===== config.mk =====
export PLATFORM = sky130hd
export DESIGN_NAME = serial_sub_w
export DESIGN_NICKNAME = d
export VERILOG_FILES = /design/src/rtl/serial_sub_w.sv
export SDC_FILE = /design/constraint.sdc
export NUM_CORES = 1
export LEC_CHECK = 0
export BUFFER_PORTS_ARGS = -buffer_cell sky130_fd_sc_hd__buf_2
export CELL_PAD_IN_SITES_DETAIL_PLACEMENT = 1
export CELL_PAD_IN_SITES_GLOBAL_PLACEMENT = 1
export CORE_MARGIN = 1
export CORE_UTILIZATION = 36
export DETAILED_ROUTE_END_ITERATION = 10
export PLACE_DENSITY_LB_ADDON = 0.1
export RECOVER_POWER = 100
export SLEW_MARGIN = 15
export SYNTH_ARGS = -nofsm -noshare
export SYNTH_HDL_FRONTEND = slang
export SYNTH_SLANG_ARGS = --single-unit

===== constraint.sdc =====
create_clock -name clk -period 1.25 [get_ports clk]
set_input_delay 0.0625 -clock clk [delete_from_list [all_inputs] [get_ports clk]]
set_output_delay 0.0625 -clock clk [all_outputs]
set_load 0.02 [all_outputs]

===== src/rtl/serial_sub_w.sv =====
// Multi-cycle subtractor: diff = a - b - bin, STEP bits per clock, LSB first.
// Uses a ripple of STEP full-subtractor slices and a borrow register that is carried between steps.
module serial_sub_w #(
  parameter int WIDTH = 8,
  parameter int STEP  = 1
) (
  input  logic             clk,
  input  logic             rst,
  input  logic             start,
  input  logic [WIDTH-1:0] a,
  input  logic [WIDTH-1:0] b,
  input  logic             bin,
  output logic             busy,
  output logic             done,
  output logic [WIDTH-1:0] diff,
  output logic             bout,
  output logic             ovf
);
  localparam int N  = WIDTH / STEP;
  localparam int CW = (N > 1) ? $clog2(N) : 1;

  typedef enum logic [1:0] {S_IDLE, S_RUN, S_DONE} state_t;

  state_t           state_q, state_d;
  logic [WIDTH-1:0] a_sh_q, a_sh_d;
  logic [WIDTH-1:0] b_sh_q, b_sh_d;
  logic [WIDTH-1:0] res_q, res_d;
  logic             br_q, br_d;
  logic [CW-1:0]    cnt_q, cnt_d;
  logic [WIDTH-1:0] diff_q, diff_d;
  logic             bout_q, bout_d;
  logic             ovf_q, ovf_d;

  logic [STEP:0]    br_c;
  logic [STEP-1:0]  d_c;
  logic [WIDTH-1:0] res_shift;
  logic             accept;

  always_comb begin
    br_c    = '0;
    d_c     = '0;
    br_c[0] = br_q;
    for (int i = 0; i < STEP; i++) begin
      d_c[i]    = a_sh_q[i] ^ b_sh_q[i] ^ br_c[i];
      br_c[i+1] = (~a_sh_q[i] & b_sh_q[i]) | (~(a_sh_q[i] ^ b_sh_q[i]) & br_c[i]);
    end
    // new difference bits enter at the MSB end; after N steps the word is aligned
    res_shift = WIDTH'({d_c, res_q} >> STEP);
  end

  assign accept = start && (state_q == S_IDLE || state_q == S_DONE);

  always_comb begin
    state_d = state_q;
    a_sh_d  = a_sh_q;
    b_sh_d  = b_sh_q;
    res_d   = res_q;
    br_d    = br_q;
    cnt_d   = cnt_q;
    diff_d  = diff_q;
    bout_d  = bout_q;
    ovf_d   = ovf_q;
    if (accept) begin
      state_d = S_RUN;
      a_sh_d  = a;
      b_sh_d  = b;
      br_d    = bin;
      res_d   = '0;
      cnt_d   = '0;
    end else begin
      case (state_q)
        S_RUN: begin
          a_sh_d = a_sh_q >> STEP;
          b_sh_d = b_sh_q >> STEP;
          res_d  = res_shift;
          br_d   = br_c[STEP];
          cnt_d  = cnt_q + CW'(1);
          if (cnt_q == CW'(N - 1)) begin
            state_d = S_DONE;
            diff_d  = res_shift;
            bout_d  = br_c[STEP];
            // signed overflow: borrow into the sign bit differs from borrow out of it
            ovf_d   = br_c[STEP] ^ br_c[STEP-1];
          end
        end
        S_DONE:  state_d = S_IDLE;
        default: state_d = S_IDLE;
      endcase
    end
  end

  always_ff @(posedge clk) begin
    if (rst) begin
      state_q <= S_IDLE;
      a_sh_q  <= '0;
      b_sh_q  <= '0;
      res_q   <= '0;
      br_q    <= 1'b0;
      cnt_q   <= '0;
      diff_q  <= '0;
      bout_q  <= 1'b0;
      ovf_q   <= 1'b0;
    end else begin
      state_q <= state_d;
      a_sh_q  <= a_sh_d;
      b_sh_q  <= b_sh_d;
      res_q   <= res_d;
      br_q    <= br_d;
      cnt_q   <= cnt_d;
      diff_q  <= diff_d;
      bout_q  <= bout_d;
      ovf_q   <= ovf_d;
    end
  end

  assign busy = (state_q == S_RUN);
  assign done = (state_q == S_DONE);
  assign diff = diff_q;
  assign bout = bout_q;
  assign ovf  = ovf_q;
endmodule


# After elaboration in Yosys (flattened, before gate mapping)
# Index checks and enable logic that the tools add are counted.
totals:
  regBits: 40
  latch_bits: 0
  ram_bits: 0
  mem_bits_ro: 0
  input_bits: 20
  out_inout_bits: 12
  elab_cells: 41
  mem_count: 0
classes:
  addsub: 1
  multipliers: 0
  div: 0
  order_cmp: 0
  n_eq_ne: 4
  n_shift: 0
  mux: 9
  bitwise: 10
  n_reduce_logical: 7
op_table:
  columns: ["op", "n"]
  rows:
  - ["2-to-1 mux 8 bit", 4]
  - ["2-to-1 mux 1 bit", 5]
  - ["inverter 1 bit", 4]
  - ["adder 3 x 1 -> 3 bit (second input constant)", 1]
  - ["== test 3 bit (second input constant)", 1]
  - ["inequality test 3 x 1 -> 1 bit (second input constant)", 1]
  - ["AND reduction 3 bit", 1]
  - ["OR reduction 3 bit", 1]
  - ["XOR 1 bit", 3]
  - ["AND 1 bit", 2]
  - ["== test 2 x 1 -> 1 bit (second input constant)", 1]
  - ["== test 2 bit (second input constant)", 1]
  - ["zero test 2 bit", 1]
  - ["nonzero test 2 bit", 1]
  - ["OR reduction 2 bit", 1]
  - ["logical AND 1 bit", 1]
  - ["logical OR 1 bit", 1]
  - ["OR 1 bit", 1]

# Logic depth before layout (Yosys ltp)
logic_depth:
  ltp_word: 6
  depth_mapped: 6
  mapped_depth_nobuf: 5

# Worst setup path before layout
# Ideal clock, no wire load.
synth_path:
  path_kind: "register to register"
  start: "reg cnt_q[0]"
  end: "reg bout_q (netlist: bout)"
  setup_ns: 0.086
  arrival_time_ns: 1.204
  t_required_ns: 1.164
  path_slack_ns: -0.040
  stages_incl_launch_ff: 6
  path_buffers: 1
  period_less_slack_ns: 1.290
  path_cell_list: "dfxtp_1 ha_1 ha_1 and3b_1 buf_2 a211oi_1"
synth_between:
  elab_chain_len: 2
synth_lines:
  columns: ["element", "line_no", "rtl"]
  rows:
  - ["from (decl)", "29", "logic [CW-1:0] cnt_q, cnt_d;"]
  - ["from (signal assigned)", "109", "cnt_q <= cnt_d;"]
  - ["== test 3 bit", "78", "if (cnt_q == CW'(N - 1)) begin"]
  - ["AND reduction 3 bit (no line)", null, null]
  - ["to (signal assigned)", "111", "bout_q <= bout_d;"]
  - ["to (decl)", "31", "logic bout_q, bout_d;"]
# No other way between the ends.
# A chain may end at the register's enable or synchronous reset.

# Worst setup path after layout
# Same ends and word-level chain as after synthesis.

==> results.sh <==
export IMPL_status="completed"
export IMPL_hold_start="b[7]"
export IMPL_grt_max_degree=18
export IMPL_grt_pass1_wl_um=6570
export IMPL_fin_total_pwr_w=0.00277
export IMPL_htreeDepth=2
export IMPL_ys_flop_type="dfxtp_1"
export IMPL_finalSetupTns_ns=0
export IMPL_fin_hold_ws_ns=0.00897
export IMPL_async_reset_ff_frac=0
export IMPL_ys_types=30
export IMPL_fin_cells=271
export IMPL_yosysSeqAreaShare=0.494
export IMPL_r2r_slack_ns=0.01
export IMPL_worstPathRequired_ns=1.46
export IMPL_chipHeight_um=68.3
export IMPL_r2r_cells=5
export IMPL_crit_type="flip-flop to flip-flop"
export IMPL_hold_buffers=0
export IMPL_layout_setup_ws_ns=0.0109
export IMPL_boundaryPins=32
export IMPL_grt_pass1_vias=1405
export IMPL_end_kind="flip-flop"
export IMPL_routed_via_count=1398
export IMPL_hold_class="input pin to flip-flop"
export IMPL_fin_nets=243
export IMPL_start_util=0.384
export IMPL_min_to="b_sh_q[7]$_SDFFE_PP0P_"
export IMPL_r2r_end="bout$_SDFFE_PP0P_"
export IMPL_synthesis_instances=180
export IMPL_fin_crit_ns=1.24
export IMPL_ys_ff_latch=39
export IMPL_viasPerCell=5.16
export IMPL_grt_use_total=0.198
export IMPL_rsz0062_at_grt="true"
export IMPL_synth_area_sq_mm=0.00158
export IMPL_n_antenna_cell=0
export IMPL_clock_skew_ns=0.00273
export IMPL_p_leak_nw=0.733
export IMPL_synth_edff_count=0
export IMPL_ir_worst_vdd_mv=0.648
export IMPL_dp_slack_ns=-0.211
export IMPL_gp_congestion=0.736
export IMPL_clk_pin_slew_ns=0.08
export IMPL_dp_cells=261
export IMPL_maxSlewHeadroom=0.811
export IMPL_dp_hpwl_um=2710
export IMPL_tritoncts="built"
export IMPL_synth_warnings=0
export IMPL_clock_latency_ns=0.29
export IMPL_finalHoldViolCount=0
export IMPL_path_max_fanout=6
export IMPL_p_per_area_mw_per_mm2=1400
export IMPL_postRouteAntennaNets=0
export IMPL_drv_cap=0
export IMPL_routed_wl_um=4110
export IMPL_worst_ep_arrival_time_ns=1.45
export IMPL_max_freq_ghz=0.807
export IMPL_cp_start_kind="flip-flop"
export IMPL_num_rows=23
export IMPL_layout_area_overhead_vs_synth_pct=25.2
export IMPL_cts_max_path_buffers=2
export IMPL_drt_pass1_iterations=5
export IMPL_numCtsBuffers=5
export IMPL_avgSynthCellArea_sq_um=8.79
export IMPL_clock_sinks=39
export IMPL_die_w_um=68.3
export IMPL_worstReg2RegStart="cnt_q[0]$_SDFFE_PP0N_"
export IMPL_gr_total_overflow=0
export IMPL_worst_pin_slew_ns=0.283
export IMPL_portBuffers=31
export IMPL_drv_slew=0
export IMPL_root_buffer="clkbuf_8"
export IMPL_drt_iter0_markers=42
export IMPL_setup_viol=0
export IMPL_finalCritPeriodShare=0.991
export IMPL_antenna_found_initial=0
export IMPL_drive_gt1_frac=0.285
export IMPL_core_sq_mm=0.00412
export IMPL_hold_path_depth=3
export IMPL_drc=0
export IMPL_dieArea_sq_mm=0.00466
export IMPL_synthesis_nets=203
export IMPL_wire_per_inst_um=15.2
[synth_stat cells (3+ instances only)]
| library cell | instances | area share |
|---|---|---|
| buf_6 | 6 | 0.043 |
| a21oi_1 | 24 | 0.076 |
| nor2_1 | 6 | 0.014 |
| a22oi_1 | 4 | 0.019 |
| nand2_1 | 41 | 0.097 |
| o22ai_1 | 8 | 0.032 |
| buf_2 | 3 | 0.0095 |
| dfxtp_1 | 39 | 0.49 |
| nand3_1 | 6 | 0.019 |
| nor3_1 | 15 | 0.047 |
[state kept, by name, summed over array words and instances (netlist names)]
signal,flops
br_q,1
state_q,2
res_q,7
diff,8
a_sh_q,8
b_sh_q,8
ovf,1
bout,1
cnt_q,3
[how the worst max path moves through the flow]
stage	slack, ns	startpoint	end	cells past startpoint
detailed placement	-0.21	cnt_q[1]$_SDFFE_PP0N_	bout$_SDFFE_PP0P_	5
global placement	-0.11	cnt_q[0]$_SDFFE_PP0N_	bout$_SDFFE_PP0P_	5
finish	0.01	cnt_q[0]$_SDFFE_PP0N_	bout$_SDFFE_PP0P_	5
global route	-0.04	cnt_q[0]$_SDFFE_PP0N_	bout$_SDFFE_PP0P_	5
CTS	0.01	cnt_q[0]$_SDFFE_PP0N_	bout$_SDFFE_PP0P_	4
floorplan	0.005	cnt_q[0]$_SDFFE_PP0N_	bout$_SDFFE_PP0P_	5
[report_power, final]
part | total [W] | internal (W) | switching [W]
combinational | 0.000345 | 0.000158 | 0.000187
clock | 0.00109 | 0.000646 | 0.000444
sequential | 0.00134 | 0.00130 | 0.0000384
total | 0.00277 | 0.00210 | 0.000669
[cell families after synthesis]
group	share of synthesized area
compound gates	0.153
xor+xnor	0.0111
fa+ha+maj	0.0285
buf+inv	0.0823
flops	0.494
mux	0.00633
simple gates	0.225
[critical path: stages, from the launching register on]
cell and delay, ns:
dfxtp_2 0.36, ha_4 0.14, ha_4 0.14, and3b_2 0.26, nor2_1 0.06, a211oi_1 0.20
[layout by cell type (no fill, tap or decap), drive strengths merged, types with 3 or more instances in the layout]
master  count
clkbuf     17
inv         4
a21oi      24
a22oi       4
nor3       17
nand2b      3
nor2        6
nand2      41
nand3       6
dfxtp      39
buf        34
o22ai       8
[what timing repair did]
item | 4_1_cts | 5_1_grt
pin swaps | 1 | 4
gates resized for setup | 13 | 8
cloned | 2 | 0
setup buffers | 0 | 0
endpoints found under the setup margin | 13 | 11
[routing by layer]
metal  GRT usage  up-vias  share of wire
li1            -      698              -
met1       0.223      677           0.44
met2       0.354       19           0.51
met3      0.0517        4          0.033
met4      0.0703        0         0.0088
met5           0        -              0
[layout make-up]
class / count / area, sq um
clock buffer: 6 / 82.6
tap: 50 / 62.6
timing repair inverter: 1 / 6.26
multi-input combinational: 125 / 722
clock inverter: 2 / 35.0
sequential: 39 / 790
fill: 522 / 2130
timing repair buffer: 45 / 264
inverter: 3 / 18.8
[through the flow]
| step | area (sq um) | utilization |
|---|---|---|
| final | 1980 | 0.481 |
| after global routing | 1980 | 0.481 |
| after CTS | 1970 | 0.480 |
| after detailed placement | 1810 | 0.439 |
| after global placement | 1810 | 0.439 |
| after floorplan | 1590 | - |
Power figures use the tool's default switching activity.
